### src/rtl/seq_scan_ctrl.sv
// seq_scan_ctrl
// ---------------------------------------------------------------------------
// Frame-level controller for the serial "1101" Mealy detector.
// Parallel words are accepted over a valid/ready handshake into a one-entry
// holding buffer. Each word is then serialized MSB-first into the detector,
// one bit per clock. Consecutive words of a frame are sent with no gap, and
// the detector keeps its state across word boundaries. Detector hits are
// counted per frame. Between frames the detector is held in reset. At the
// end of a frame a one-cycle done pulse reports the count, the saturation
// flag and the underrun status.
//
// Parameters
//   WIDTH      word width in bits (>= 2)
//   CNT_W      match counter width
//
// Ports
//   clk        system clock, rising edge
//   rst        synchronous active-high reset
//   in_valid   upstream word valid
//   in_ready   holding buffer empty, a word can be accepted
//   in_data    word to scan, bit WIDTH-1 is sent first
//   in_last    in_data is the final word of its frame
//   det_rst    detector reset (registered)
//   det_in     detector serial input (registered)
//   det_f      detector Mealy output, sampled only while shifting
//   done       one-cycle end-of-frame pulse
//   err        underrun flag, meaningful only while done=1
//   match_cnt  match count of the current or last frame
//   overflow   sticky counter saturation flag of the current or last frame
// ---------------------------------------------------------------------------
module seq_scan_ctrl #(
  parameter int WIDTH = 8,
  parameter int CNT_W = 8
) (
  input  logic             clk,
  input  logic             rst,
  input  logic             in_valid,
  output logic             in_ready,
  input  logic [WIDTH-1:0] in_data,
  input  logic             in_last,
  output logic             det_rst,
  output logic             det_in,
  input  logic             det_f,
  output logic             done,
  output logic             err,
  output logic [CNT_W-1:0] match_cnt,
  output logic             overflow
);

  localparam int IDX_W = $clog2(WIDTH);
  localparam logic [IDX_W-1:0] LAST_IDX = IDX_W'(WIDTH - 1);

  typedef enum logic [1:0] {
    IDLE   = 2'd0,
    SHIFT  = 2'd1,
    REPORT = 2'd2
  } state_e;

  // Control state
  state_e           state_q, state_d;
  logic             hold_valid_q, hold_valid_d;
  logic             cur_last_q, cur_last_d;
  logic [IDX_W-1:0] bit_idx_q, bit_idx_d;

  // Registered outputs
  logic             det_rst_q, det_rst_d;
  logic             det_in_q, det_in_d;
  logic             done_q, done_d;
  logic             err_q, err_d;
  logic [CNT_W-1:0] match_cnt_q, match_cnt_d;
  logic             overflow_q, overflow_d;

  // Datapath
  logic [WIDTH-1:0] hold_data_q, hold_data_d;
  logic             hold_last_q, hold_last_d;
  // Bits of the current word still to be sent after the one in det_in_q.
  logic [WIDTH-2:0] shreg_q, shreg_d;

  logic             accept;
  logic             pop;

  assign in_ready = !hold_valid_q;
  assign accept   = in_valid && !hold_valid_q;

  // NOTE: every signal written here is given a default first, so no path
  // through the block leaves a value unassigned and no latch is inferred.
  always_comb begin
    state_d      = state_q;
    hold_valid_d = hold_valid_q;
    hold_data_d  = hold_data_q;
    hold_last_d  = hold_last_q;
    shreg_d      = shreg_q;
    cur_last_d   = cur_last_q;
    bit_idx_d    = bit_idx_q;
    det_rst_d    = 1'b1;
    det_in_d     = 1'b0;
    done_d       = 1'b0;
    err_d        = 1'b0;
    match_cnt_d  = match_cnt_q;
    overflow_d   = overflow_q;
    pop          = 1'b0;

    // accept and pop are mutually exclusive: accept needs an empty buffer,
    // pop needs a full one.
    if (accept) begin
      hold_valid_d = 1'b1;
      hold_data_d  = in_data;
      hold_last_d  = in_last;
    end

    unique case (state_q)
      IDLE: begin
        if (hold_valid_q) begin
          pop         = 1'b1;
          match_cnt_d = '0;
          overflow_d  = 1'b0;
        end
      end

      SHIFT: begin
        // det_f reflects the bit currently on det_in.
        if (det_f) begin
          if (&match_cnt_q) overflow_d = 1'b1;
          else              match_cnt_d = match_cnt_q + CNT_W'(1);
        end

        if (bit_idx_q != '0) begin
          det_rst_d = 1'b0;
          det_in_d  = shreg_q[WIDTH-2];
          shreg_d   = shreg_q << 1;
          bit_idx_d = bit_idx_q - IDX_W'(1);
        end else if (cur_last_q) begin
          state_d = REPORT;
          done_d  = 1'b1;
        end else if (hold_valid_q) begin
          // Seamless continuation; detector stays out of reset.
          pop = 1'b1;
        end else begin
          state_d = REPORT;
          done_d  = 1'b1;
          err_d   = 1'b1;
        end
      end

      REPORT: begin
        state_d = IDLE;
      end

      default: begin
        state_d = IDLE;
      end
    endcase

    // Move the buffered word into the shifter: its MSB goes straight to
    // det_in, the rest waits in shreg.
    if (pop) begin
      state_d      = SHIFT;
      hold_valid_d = 1'b0;
      det_rst_d    = 1'b0;
      det_in_d     = hold_data_q[WIDTH-1];
      shreg_d      = hold_data_q[WIDTH-2:0];
      cur_last_d   = hold_last_q;
      bit_idx_d    = LAST_IDX;
    end
  end

  // NOTE: state is updated with non-blocking assignments so every flop
  // samples the pre-edge values, independent of statement order.
  always_ff @(posedge clk) begin
    if (rst) begin
      state_q      <= IDLE;
      hold_valid_q <= 1'b0;
      cur_last_q   <= 1'b0;
      bit_idx_q    <= '0;
      det_rst_q    <= 1'b1;
      det_in_q     <= 1'b0;
      done_q       <= 1'b0;
      err_q        <= 1'b0;
      match_cnt_q  <= '0;
      overflow_q   <= 1'b0;
    end else begin
      state_q      <= state_d;
      hold_valid_q <= hold_valid_d;
      cur_last_q   <= cur_last_d;
      bit_idx_q    <= bit_idx_d;
      det_rst_q    <= det_rst_d;
      det_in_q     <= det_in_d;
      done_q       <= done_d;
      err_q        <= err_d;
      match_cnt_q  <= match_cnt_d;
      overflow_q   <= overflow_d;
    end
  end

  // NOTE: payload registers carry no reset; they are only consumed when the
  // matching valid/state flop says so, and those flops are reset.
  always_ff @(posedge clk) begin
    hold_data_q <= hold_data_d;
    hold_last_q <= hold_last_d;
    shreg_q     <= shreg_d;
  end

  assign det_rst   = det_rst_q;
  assign det_in    = det_in_q;
  assign done      = done_q;
  assign err       = err_q;
  assign match_cnt = match_cnt_q;
  assign overflow  = overflow_q;

endmodule

### config.mk
export PLATFORM = sky130hd
export DESIGN_NAME = seq_scan_ctrl
export DESIGN_NICKNAME = d
export VERILOG_FILES = /design/src/rtl/seq_scan_ctrl.sv
export SDC_FILE = /design/constraint.sdc
export NUM_CORES = 1
export LEC_CHECK = 0
export BUFFER_PORTS_ARGS = -buffer_cell sky130_fd_sc_hd__buf_2
export CAP_MARGIN = 20
export CORE_MARGIN = 2
export CORE_UTILIZATION = 46
export DETAILED_ROUTE_END_ITERATION = 10
export PLACE_DENSITY = 0.81
export SETUP_SLACK_MARGIN = 0.5
export SLEW_MARGIN = 20
export SYNTH_ARGS = -nofsm -noshare
export SYNTH_HDL_FRONTEND = slang
export SYNTH_SLANG_ARGS = --single-unit
### constraint.sdc
create_clock -name clk -period 1.8 [get_ports clk]
set_input_delay 0.27 -clock clk [delete_from_list [all_inputs] [get_ports clk]]
set_output_delay 0.27 -clock clk [all_outputs]
set_load 0.05 [all_outputs]
After elaboration in Yosys (flattened, before gate mapping). Index checks and enable logic that the tools add are counted.

Bitwise logic cells: 2. Reductions and logical operators: 16. Equality and inequality tests: 10. Muxes and demuxes: 31. Add/sub/neg operators: 2.

Operator list (number): $mux 8 (3); $mux 7 (3); $pmux 8 s2 (1); $mux 1 (15); $ne 2x2->1 const B (6); $mux 3 (3); $add 8x1->8 const B (1); $reduce_and 4->1 (2); $reduce_and 8->1 (1); $mux 2 (3); $ne 3x3->1 const B (2); $reduce_and 3->1 (2); $reduce_bool 2->1 (3); $ne 4x4->1 const B (1); $pmux 1 s2 (2); $pmux 2 s2 (1); $reduce_or 4->1 (1); $reduce_bool 3->1 (1); $reduce_or 3->1 (1); $sub 3x1->3 const B (1); $eq 2x1->1 const B (1); $logic_not 2->1 (1); $not 1->1 (2); $reduce_and 2->1 (1); other kinds (3) (3).

Output and inout bits: 14. Bits in registers: 36. Logic and storage cells: 75.

Logic depth before layout (Yosys ltp). Gate-level depths: netlist (run 1).

Depth in word-level cells: 6. Gate-level depth with buffers: 7.

Worst setup path after synthesis (run 1). No wires, ideal clock.

Path type: reg-to-reg. Start: register bit_idx_q[0]. End: register shreg_q[1], data pin. Setup slack: -0.104 ns. Library setup time: 0.260 ns. Arrival: 1.644 ns. Stages on the path, launching flop included: 7. Required time: 1.540 ns. Path through: dfxtp_1 > inv_1 > ha_1 > or3b_2 > a21oi_1 > buf_4 > mux2_2.

Longest elaborated chain between the ends: 4.

RTL lines: start: declaration (line 63) `logic [IDX_W-1:0] bit_idx_q, bit_idx_d;`; start signal: assignment (line 185) `bit_idx_q <= bit_idx_d;`; $reduce_bool 3->1 (line 127) `if (bit_idx_q != '0) begin`; $mux 1 (line 127); $pmux 1 s2 (line 111) `unique case (state_q)`; $mux 7 (line 156) `if (pop) begin`; named net shreg_d[1] (line 77) `logic [WIDTH-2:0] shreg_q, shreg_d;`; end signal: assignment (line 200) `shreg_q <= shreg_d;`; end: declaration (line 77).

The timed path passes the listed nets, and every way through them passes these cells. A chain may end at the register's enable or synchronous reset.

Final worst setup path (run 1).
Start: register bit_idx_q[1]. End: register shreg_q[5], data pin.

Same word-level chain as after synthesis.

==> results.sh, run 1 <==
export IMPL_status="finished, final reports clean"
export IMPL_tns_ps=0
export IMPL_avgSynthCellArea_sq_um=11.3
export IMPL_max_freq_mhz=559
export IMPL_reg2reg_depth=6
export IMPL_period_share_pct=99.3
export IMPL_cts_buffers_inserted=5
export IMPL_vias=1195
export IMPL_rows=20
export IMPL_stdcell_count=228
export IMPL_ys_seq_area_share_pct=59.3
export IMPL_cts_buffer_depth=2
export IMPL_cts_num_sinks=36
export IMPL_cts_tree="yes"
export IMPL_avgRoutedWirePerCell_um=14.3
export IMPL_ys_top_cells_by_area="edfxtp_1 (32%), dfxtp_1 (27%), mux2_2 (4.5%)"
export IMPL_critPathBufInv=2
export IMPL_syn_inst=131
export IMPL_hold_path_class="input port to flop"
export IMPL_timing_hold_ws_ps=110
export IMPL_holdPathStages=1
export IMPL_insertion_delay_ps=340
export IMPL_path_class="flop to flop"
export IMPL_chipWidth_um=60.8
export IMPL_via_per_inst=5.24
export IMPL_critPathMaxStageDelay_ps=400
export IMPL_ant_nets=0
export IMPL_pwr_density_cell_mw_per_mm2=944
export IMPL_regToRegEndpoint="shreg_q[5]$_DFFE_PP_"
export IMPL_leakagePower_nw=0.868
export IMPL_stdcell_area_sq_mm=0.00216
export IMPL_syn_area_sq_mm=0.00149
export IMPL_dp_hpwl_mm=1.99
export IMPL_startpoint_type="flop"
export IMPL_port_buffers=26
export IMPL_ios=27
export IMPL_post_route_drc_count=0
export IMPL_crit_arrival_ps=1870
export IMPL_min_from="in_data[1]"
export IMPL_synth_top_area_share_pct=32.3
export IMPL_rsz0062_at_grt="yes"
export IMPL_min_to="hold_data_q[1]$_DFFE_PP_"
export IMPL_maxSlewViolCount=0
export IMPL_postCtsHoldBufs=0
export IMPL_grt_use_total_pct=18.9
export IMPL_cpMaxStageDelayCell="or3b_4"
export IMPL_area_growth_pct=45.3
export IMPL_clock_skew_ps=20.3
export IMPL_die_y_um=60.8
export IMPL_crit_chain="inv_2 > ha_4 > or3b_4 > a21oi_4 > buf_12 > mux2_4"
export IMPL_finalHoldViolCount=0
export IMPL_r2r_start="bit_idx_q[1]$_SDFFE_PP0P_"
export IMPL_path_max_fanout=9
export IMPL_min_period_ps=1790
export IMPL_required_ps=1890
export IMPL_reg2reg_setup_slack_ps=10
export IMPL_setup_viol=0
export IMPL_first_pass_iters=4
export IMPL_clkTransAtPathRegs_ps=100
export IMPL_slew_headroom_pct=79.9
export IMPL_htree_levels=2
export IMPL_vdd_drop_max_uv=635
export IMPL_gp_congestion=0.817
export IMPL_end_kind="flop"
export IMPL_dp_cells=201
export IMPL_start_util_pct=48.7
export IMPL_worstMarginPinSlew_ps=302
export IMPL_core_sq_mm=0.00305
export IMPL_synth_seq_cells=36
export IMPL_place_area_sq_mm=0.00177
export IMPL_synth_distinct_cells=36
export IMPL_drive_gt1_share_pct=56.5
export IMPL_synthFlopType="dfxtp_1"
export IMPL_grt_pass1_wl_mm=5.10
export IMPL_yosysWarnings=0
export IMPL_antenna_cells=0
export IMPL_antenna_found_initial=0
export IMPL_async_flop_share_pct=0
export IMPL_root_buffer="clkbuf_4"
export IMPL_dieArea_sq_mm=0.00370
export IMPL_path_depth=6
export IMPL_crit_family="simple AND/OR/NAND/NOR gates"
export IMPL_drtIter0Drc=73
export IMPL_grt_overflow=0
export IMPL_synth_edff_count=16
export IMPL_synth_nets=147
export IMPL_grt_pass1_vias=1209
export IMPL_routed_wl_mm=3.26
export IMPL_synth_top_cell_by_area="edfxtp_1"
export IMPL_nNetsFinal=199
export IMPL_maxCapViolCount=0
export IMPL_grt_start_max_net_pins=15
==> cells in the mapped netlist, drive strengths merged (3+ instances only) <==
cell    number
a21oi       12
dfxtp       20
edfxtp      16
ha           3
inv          6
mux2         7
nand2        8
nand2b       3
nand3        7
nor2         9
nor2b        4
o21ai        5
xor2         3
==> flip-flops by register name, summed over array words and instances (netlist names) <==
signal / flops
hold_data_q: 8
hold_last_q: 1
overflow: 1
cur_last_q: 1
shreg_q: 7
match_cnt: 8
done: 1
bit_idx_q: 3
hold_valid_q: 1
err: 1
det_in: 1
state_q: 2
det_rst: 1
==> routing by layer <==
metal,wire (um),global-route usage [%],part of all wire [%],vias up
li1,-,-,-,574
met1,1310,20.2,40,580
met2,1760,34.4,54,35
met3,128,5.76,3.9,6
met4,61,7.76,1.9,0
met5,0,0,0,-
==> worst max path at each step <==
stage / slack [ps] / from / end
3_3_place_gp: 20 / bit_idx_q[1]$_SDFFE_PP0P_ / shreg_q[3]$_DFFE_PP_
5_1_grt: -20 / bit_idx_q[1]$_SDFFE_PP0P_ / shreg_q[5]$_DFFE_PP_
6_report: 10 / bit_idx_q[1]$_SDFFE_PP0P_ / shreg_q[5]$_DFFE_PP_
3_5_place_dp: -20 / bit_idx_q[1]$_SDFFE_PP0P_ / shreg_q[3]$_DFFE_PP_
4_1_cts: 40 / bit_idx_q[1]$_SDFFE_PP0P_ / shreg_q[5]$_DFFE_PP_
2_1_floorplan: 50 / bit_idx_q[1]$_SDFFE_PP0P_ / shreg_q[1]$_DFFE_PP_
==> cell type report <==
type	count	area, sq um
Fill cell	232	893
Multi-Input combinational cell	85	706
Tap cell	44	55.1
Clock buffer	5	37.5
Clock inverter	3	42.5
Sequential cell	36	913
Inverter	6	22.5
Timing Repair Buffer	49	383
==> cell usage in the layout, fill, tap and decap left out, types with 2 or more instances in the layout <==
| master | n |
|---|---|
| mux2_4 | 7 |
| nand2_1 | 6 |
| buf_2 | 20 |
| buf_4 | 15 |
| edfxtp_1 | 16 |
| and2_1 | 2 |
| nand3_1 | 4 |
| nor2_1 | 8 |
| a21oi_2 | 6 |
| o21ai_0 | 4 |
| dfxtp_2 | 5 |
| or3b_4 | 2 |
| nand2b_1 | 2 |
| nand2_2 | 2 |
| xor2_1 | 3 |
| buf_6 | 10 |
| a21oi_1 | 5 |
| nand3_2 | 3 |
| dfxtp_4 | 7 |
| clkbuf_4 | 6 |
| inv_1 | 3 |
| or4_4 | 2 |
| nor3_1 | 2 |
| nand4_1 | 2 |
| inv_2 | 3 |
| buf_8 | 2 |
| ha_4 | 2 |
| nor2b_1 | 4 |
| dfxtp_1 | 8 |
==> metrics by stage <==
step	worst slack, ps	util (%)	power, W
global placement	23.5	57.9	0.00129
detailed placement	-22.6	57.9	0.00131
CTS	37.2	66.9	0.00200
global route	-21.5	70.7	0.00212
floorplan	49.0	-	0.00123
finish	12.7	70.7	0.00204
==> where the power goes <==
group	switching [W]	internal, W
sequential	0.0000447	0.000929
clock	0.000276	0.000290
combinational	0.000237	0.000262
==> kinds of logic after synthesis <==
group	Yosys count	synth area share (%)
and+or+nand+nor	46	16.6
DFF	36	59.3
AOI/OAI and AO/OA	25	10.4
buffers and inverters	10	3.37
muxes	7	5.55
xor gates and xnor gates	4	2.36
adders and majority gates	3	2.53
==> repair_timing <==
item	in CTS	in global routing
gates resized for setup	22	26
setup buffers	15	4
pin swaps	8	11
setup endpoints to repair	31	35
No activity file was read; power rests on OpenSTA's default activity.
==> run 2: changes to the inputs <==
--- a/config.mk
+++ b/config.mk
@@ -7,7 +7,6 @@
 export LEC_CHECK = 0
 export BUFFER_PORTS_ARGS = -buffer_cell sky130_fd_sc_hd__buf_2
 export CAP_MARGIN = 20
-export CORE_MARGIN = 2
 export CORE_UTILIZATION = 46
 export DETAILED_ROUTE_END_ITERATION = 10
 export PLACE_DENSITY = 0.81
==> run 2 against run 1 <==
The run now ends with setup timing left. Non-clock buffer count is 1 higher. Combinational power is essentially flat. Worst hold slack better by 11 ps. Via count is essentially flat. Critical path type unchanged. Highest routed layer unchanged.
==> results.sh, run 2 (synthesis gave the netlist of run 1 again) <==
export IMPL_worst_slack_ps=-19.7
export IMPL_cts_buffer_depth=2
export IMPL_maxCapViolCount=0
export IMPL_worstMarginPinSlew_ps=319
export IMPL_drive_gt1_share_pct=57.8
export IMPL_drtIter0Drc=51
export IMPL_gp_congestion=0.806
export IMPL_vias=1194
export IMPL_maxSlewViolCount=0
export IMPL_period_share_pct=101
export IMPL_hold_path_class="input port to flop"
export IMPL_path_max_fanout=9
export IMPL_finalHoldViolCount=0
export IMPL_startpoint_type="flop"
export IMPL_antenna_found_initial=0
export IMPL_cts_tree="yes"
export IMPL_leakagePower_nw=0.874
export IMPL_end_kind="flop"
export IMPL_pwr_density_cell_mw_per_mm2=865
export IMPL_grt_overflow=0
export IMPL_via_per_inst=5.21
export IMPL_port_buffers=26
export IMPL_cpMaxStageDelayCell="or3b_4"
export IMPL_crit_chain="inv_2 > ha_4 > or3b_4 > a21oi_4 > buf_12 > mux2_4"
export IMPL_power_w=0.00190
export IMPL_mostFrequentLayoutCells="buf_2 (20), edfxtp_1 (16), buf_4 (14), buf_6 (11)"
export IMPL_rsz0062_at_grt="yes"
export IMPL_insertion_delay_ps=320
export IMPL_routed_wl_mm=3.31
export IMPL_place_area_sq_mm=0.00177
export IMPL_avgRoutedWirePerCell_um=14.5
export IMPL_dp_slack_ps=-24.7
export IMPL_clock_skew_ps=12.4
export IMPL_vdd_drop_max_uv=465
export IMPL_core_sq_mm=0.00305
export IMPL_status="finished with violations"
export IMPL_slew_headroom_pct=78.7
export IMPL_post_route_drc_count=0
export IMPL_max_freq_mhz=550
export IMPL_first_pass_iters=4
export IMPL_grt_start_max_net_pins=15
export IMPL_crit_arrival_ps=1890
export IMPL_grt_pass1_vias=1110
export IMPL_htree_levels=2
export IMPL_antenna_cells=0
export IMPL_violations="setup timing"
export IMPL_path_class="flop to flop"
export IMPL_grt_pass1_wl_mm=5.15
export IMPL_timing_hold_ws_ps=121
export IMPL_reg2reg_setup_slack_ps=-20
export IMPL_chipWidth_um=58.8
export IMPL_start_util_pct=48.7
export IMPL_ios=27
export IMPL_rows=20
export IMPL_dieArea_sq_mm=0.00346
export IMPL_nNetsFinal=200
export IMPL_min_period_ps=1820
export IMPL_ant_nets=0
export IMPL_cts_num_sinks=36
export IMPL_tns_ps=-56.8
export IMPL_die_y_um=58.8
export IMPL_area_growth_pct=47.9
export IMPL_dp_hpwl_mm=1.88
export IMPL_required_ps=1870
export IMPL_cts_buffers_inserted=5
export IMPL_stdcell_area_sq_mm=0.00220
export IMPL_root_buffer="clkbuf_4"
export IMPL_grt_use_total_pct=20.3
export IMPL_clkTransAtPathRegs_ps=100
export IMPL_final_common_cell="buf_2"
export IMPL_setup_viol=4
export IMPL_critPathMaxStageDelay_ps=400
[run 2: routing by layer]
metal | global-route usage, % | vias up | part of all wire, %
li1 | - | 579 | -
met1 | 24.6 | 560 | 41
met2 | 33.1 | 47 | 52
met3 | 7.69 | 8 | 4.8
met4 | 7.14 | 0 | 2.4
met5 | 0 | - | 0
[run 2: area by class of cell]
| class | instances | area, sq um |
|---|---|---|
| Timing Repair Buffer | 50 | 402 |
| Inverter | 6 | 25.0 |
| Tap cell | 44 | 55.1 |
| Clock inverter | 1 | 3.75 |
| Multi-Input combinational cell | 85 | 742 |
| Fill cell | 199 | 855 |
| Clock buffer | 7 | 55.1 |
| Sequential cell | 36 | 916 |
[run 2: through the flow]
stage / instances / util (%)
floorplan: 131 / -
global placement: 201 / 57.9
detailed placement: 201 / 57.9
CTS: 222 / 65.6
global route: 229 / 72.0
finish: 229 / 72.0
[run 2: final timing paths]
path	startpoint	to	cells past startpoint
worst max-delay path	bit_idx_q[1]$_SDFFE_PP0P_	shreg_q[4]$_DFFE_PP_	6
worst min-delay path	in_last	hold_last_q$_DFFE_PP_	1
worst max register to register	bit_idx_q[1]$_SDFFE_PP0P_	shreg_q[4]$_DFFE_PP_	6
worst min register to register	cur_last_q$_SDFFE_PP0P_	cur_last_q$_SDFFE_PP0P_	2
[run 2: power by group]
part | total (W) | internal [W] | switching [W]
registers | 0.000970 | 0.000928 | 0.0000424
logic | 0.000500 | 0.000256 | 0.000243
clock network | 0.000432 | 0.000187 | 0.000245
[run 2: worst max-delay path, delay by kind of cell, from the launching register on]
family | cells | cell delay (ps)
buffers and inverters | 2 | 240
AO/OA/AOI/OAI | 1 | 160
multiplexers | 1 | 300
adder cells (fa/ha/maj) | 1 | 140
AND/OR/NAND/NOR | 1 | 400
flip-flops | 1 | 340
[run 2: repair_timing]
item | 4_1_cts | 5_1_grt
pin swaps | 5 | 15
gates resized for setup | 21 | 42
endpoints found under the setup margin | 30 | 37
hold endpoints to repair | 0 | 0
hold buffers | 0 | 0
setup buffers | 13 | 7
==> run 3: changes to the inputs <==
--- a/config.mk
+++ b/config.mk
@@ -8,6 +8,7 @@
 export BUFFER_PORTS_ARGS = -buffer_cell sky130_fd_sc_hd__buf_2
 export CAP_MARGIN = 20
 export CORE_UTILIZATION = 46
+export CTS_BUF_LIST = sky130_fd_sc_hd__clkbuf_4
 export DETAILED_ROUTE_END_ITERATION = 10
 export PLACE_DENSITY = 0.81
 export SETUP_SLACK_MARGIN = 0.5
==> constraint.sdc (replaced) <==
create_clock -name clk -period 1.47 [get_ports clk]
set_input_delay 0.2205 -clock clk [delete_from_list [all_inputs] [get_ports clk]]
set_output_delay 0.2205 -clock clk [all_outputs]
set_load 0.05 [all_outputs]
==> run 3 against run 2 <==
The run still ends with setup timing left. Largest power group unchanged. Critical path depth unchanged. Worst hold slack got worse by 72 ps. Highest routed layer unchanged. Critical endpoint is now shreg_q[2]$_DFFE_PP_. Largest cell class unchanged. Power increased by 34%. Non-clock buffer count increased by 24.
==> results.sh, run 3 (synthesis gave the netlist of run 1 again) <==
export IMPL_routed_wl_mm=4.74
export IMPL_switchingPower_w=0.000784
export IMPL_cts_num_sinks=36
export IMPL_ant_nets=0
export IMPL_rsz0062_at_grt="yes"
export IMPL_crit_arrival_ps=1890
export IMPL_root_buffer="clkbuf_4"
export IMPL_first_pass_iters=4
export IMPL_dieArea_sq_mm=0.00346
export IMPL_grt_use_total_pct=25.3
export IMPL_mostFrequentLayoutCells="buf_4 (27), buf_6 (20), edfxtp_1 (16), buf_8 (14), buf_2 (12)"
export IMPL_r2r_start="bit_idx_q[1]$_SDFFE_PP0P_"
export IMPL_cts_buffers_inserted=5
export IMPL_dp_slack_ps=-369
export IMPL_pwr_density_cell_mw_per_mm2=989
export IMPL_maxCapViolCount=0
export IMPL_regToRegEndpoint="shreg_q[2]$_DFFE_PP_"
export IMPL_path_max_fanout=9
export IMPL_crit_chain="inv_2 > ha_4 > or3b_4 > a21oi_4 > buf_12 > mux2_4"
export IMPL_area_growth_pct=73.4
export IMPL_max_freq_mhz=559
export IMPL_comb_power_share_pct=32.6
export IMPL_crit_family="simple AND/OR/NAND/NOR gates"
export IMPL_htree_levels=2
export IMPL_tns_ps=-5410
export IMPL_drive_gt1_share_pct=69.5
export IMPL_rows=20
export IMPL_period_share_pct=122
export IMPL_worst_slack_ps=-320
export IMPL_cpMaxStageDelayCell="or3b_4"
export IMPL_maxSlewViolCount=0
export IMPL_start_util_pct=48.7
export IMPL_ios=27
export IMPL_slew_headroom_pct=75.8
export IMPL_path_class="flop to flop"
export IMPL_min_period_ps=1790
export IMPL_n_fill_cell=152
export IMPL_stdcell_area_sq_mm=0.00258
export IMPL_place_area_sq_mm=0.00188
export IMPL_port_buffers=26
export IMPL_clkPwrFrac_pct=20.6
export IMPL_setup_viol=26
export IMPL_final_common_cell="buf_4"
export IMPL_hold_path_class="input port to flop"
export IMPL_startpoint_type="flop"
export IMPL_multi_input_comb_area_sq_um=802
export IMPL_gp_congestion=0.829
export IMPL_leakagePower_nw=1.04
export IMPL_regArea_sq_um=926
export IMPL_via_per_inst=5.52
export IMPL_cts_buffer_depth=2
export IMPL_min_from="in_data[7]"
export IMPL_critPathMaxStageDelay_ps=390
export IMPL_clock_skew_ps=20.2
export IMPL_die_y_um=58.8
export IMPL_status="finished with violations"
export IMPL_stdcell_count=254
export IMPL_core_sq_mm=0.00305
export IMPL_vdd_drop_max_uv=713
export IMPL_cts_tree="yes"
export IMPL_required_ps=1570
export IMPL_clkTransAtPathRegs_ps=100
export IMPL_end_kind="flop"
export IMPL_swShare_pct=30.8
export IMPL_grt_overflow=0
export IMPL_holdPathStages=1
export IMPL_antenna_cells=0
export IMPL_post_route_drc_count=0
export IMPL_chipWidth_um=58.8
export IMPL_seq_power_share_pct=46.8
export IMPL_finalHoldViolCount=0
export IMPL_nNetsFinal=225
export IMPL_reg2reg_depth=6
export IMPL_vias=1402
export IMPL_reg2reg_setup_slack_ps=-320
export IMPL_avgRoutedWirePerCell_um=18.6
export IMPL_min_to="hold_data_q[7]$_DFFE_PP_"
export IMPL_worstMarginPinSlew_ps=361
export IMPL_insertion_delay_ps=350
export IMPL_dp_hpwl_mm=2.23
export IMPL_grt_pass1_vias=1349
export IMPL_critPathBufInv=2
export IMPL_intPower_w=0.00176
export IMPL_violations="setup timing"
export IMPL_dp_cells=214
export IMPL_antenna_found_initial=0
export IMPL_drtIter0Drc=90
export IMPL_timing_hold_ws_ps=49.3
export IMPL_grt_start_max_net_pins=14
export IMPL_grt_pass1_wl_mm=6.19
==> run 3: area by class of cell <==
type / instances / area share [%]
sequential: 36 / 35.9
multi-input combinational: 86 / 31.1
timing repair buffer: 74 / 27.9
tap: 44 / 2.14
clock buffer: 5 / 1.46
inverter: 6 / 0.971
clock inverter: 3 / 0.534
==> run 3: timing repair <==
| action | CTS | global route |
|---|---|---|
| gates cloned | 1 | 0 |
| pin swaps | 14 | 14 |
| buffers inserted | 19 | 12 |
| hold buffers | 0 | 0 |
| setup endpoints to repair | 57 | 57 |
| gates resized for setup | 88 | 24 |
==> run 3: power groups by stage <==
stage | sequential [W] | clock, W | combinational [W]
floorplan | 0.00124 | 0 | 0.000273
global placement | 0.00120 | 0 | 0.000442
detailed placement | 0.00121 | 0 | 0.000468
CTS | 0.00119 | 0.000524 | 0.000662
global route | 0.00120 | 0.000582 | 0.000881
finish | 0.00119 | 0.000525 | 0.000831
==> run 3: stage by stage <==
stage	total power [W]	util [%]
global placement	0.00164	61.6
detailed placement	0.00167	61.6
global route	0.00266	84.4
floorplan	0.00152	-
CTS	0.00237	78.1
finish	0.00255	84.4
==> run 3: worst max-delay path by stage <==
stage | from | to | cells after the start
final | bit_idx_q[1]$_SDFFE_PP0P_ | shreg_q[2]$_DFFE_PP_ | 6
after global routing | bit_idx_q[1]$_SDFFE_PP0P_ | shreg_q[5]$_DFFE_PP_ | 6
after CTS | bit_idx_q[1]$_SDFFE_PP0P_ | shreg_q[2]$_DFFE_PP_ | 6
after detailed placement | bit_idx_q[1]$_SDFFE_PP0P_ | shreg_q[3]$_DFFE_PP_ | 6
after global placement | bit_idx_q[1]$_SDFFE_PP0P_ | shreg_q[3]$_DFFE_PP_ | 6
after floorplan | bit_idx_q[1]$_SDFFE_PP0P_ | shreg_q[1]$_DFFE_PP_ | 6
==> run 3: layer usage <==
metal | part of all wire, % | routed length (um) | track usage, %
met4 | 4.1 | 193 | 8.16
met3 | 4.9 | 232 | 7.25
met5 | 0 | 0 | 0
met1 | 38 | 1810 | 26.3
met2 | 53 | 2500 | 48.2
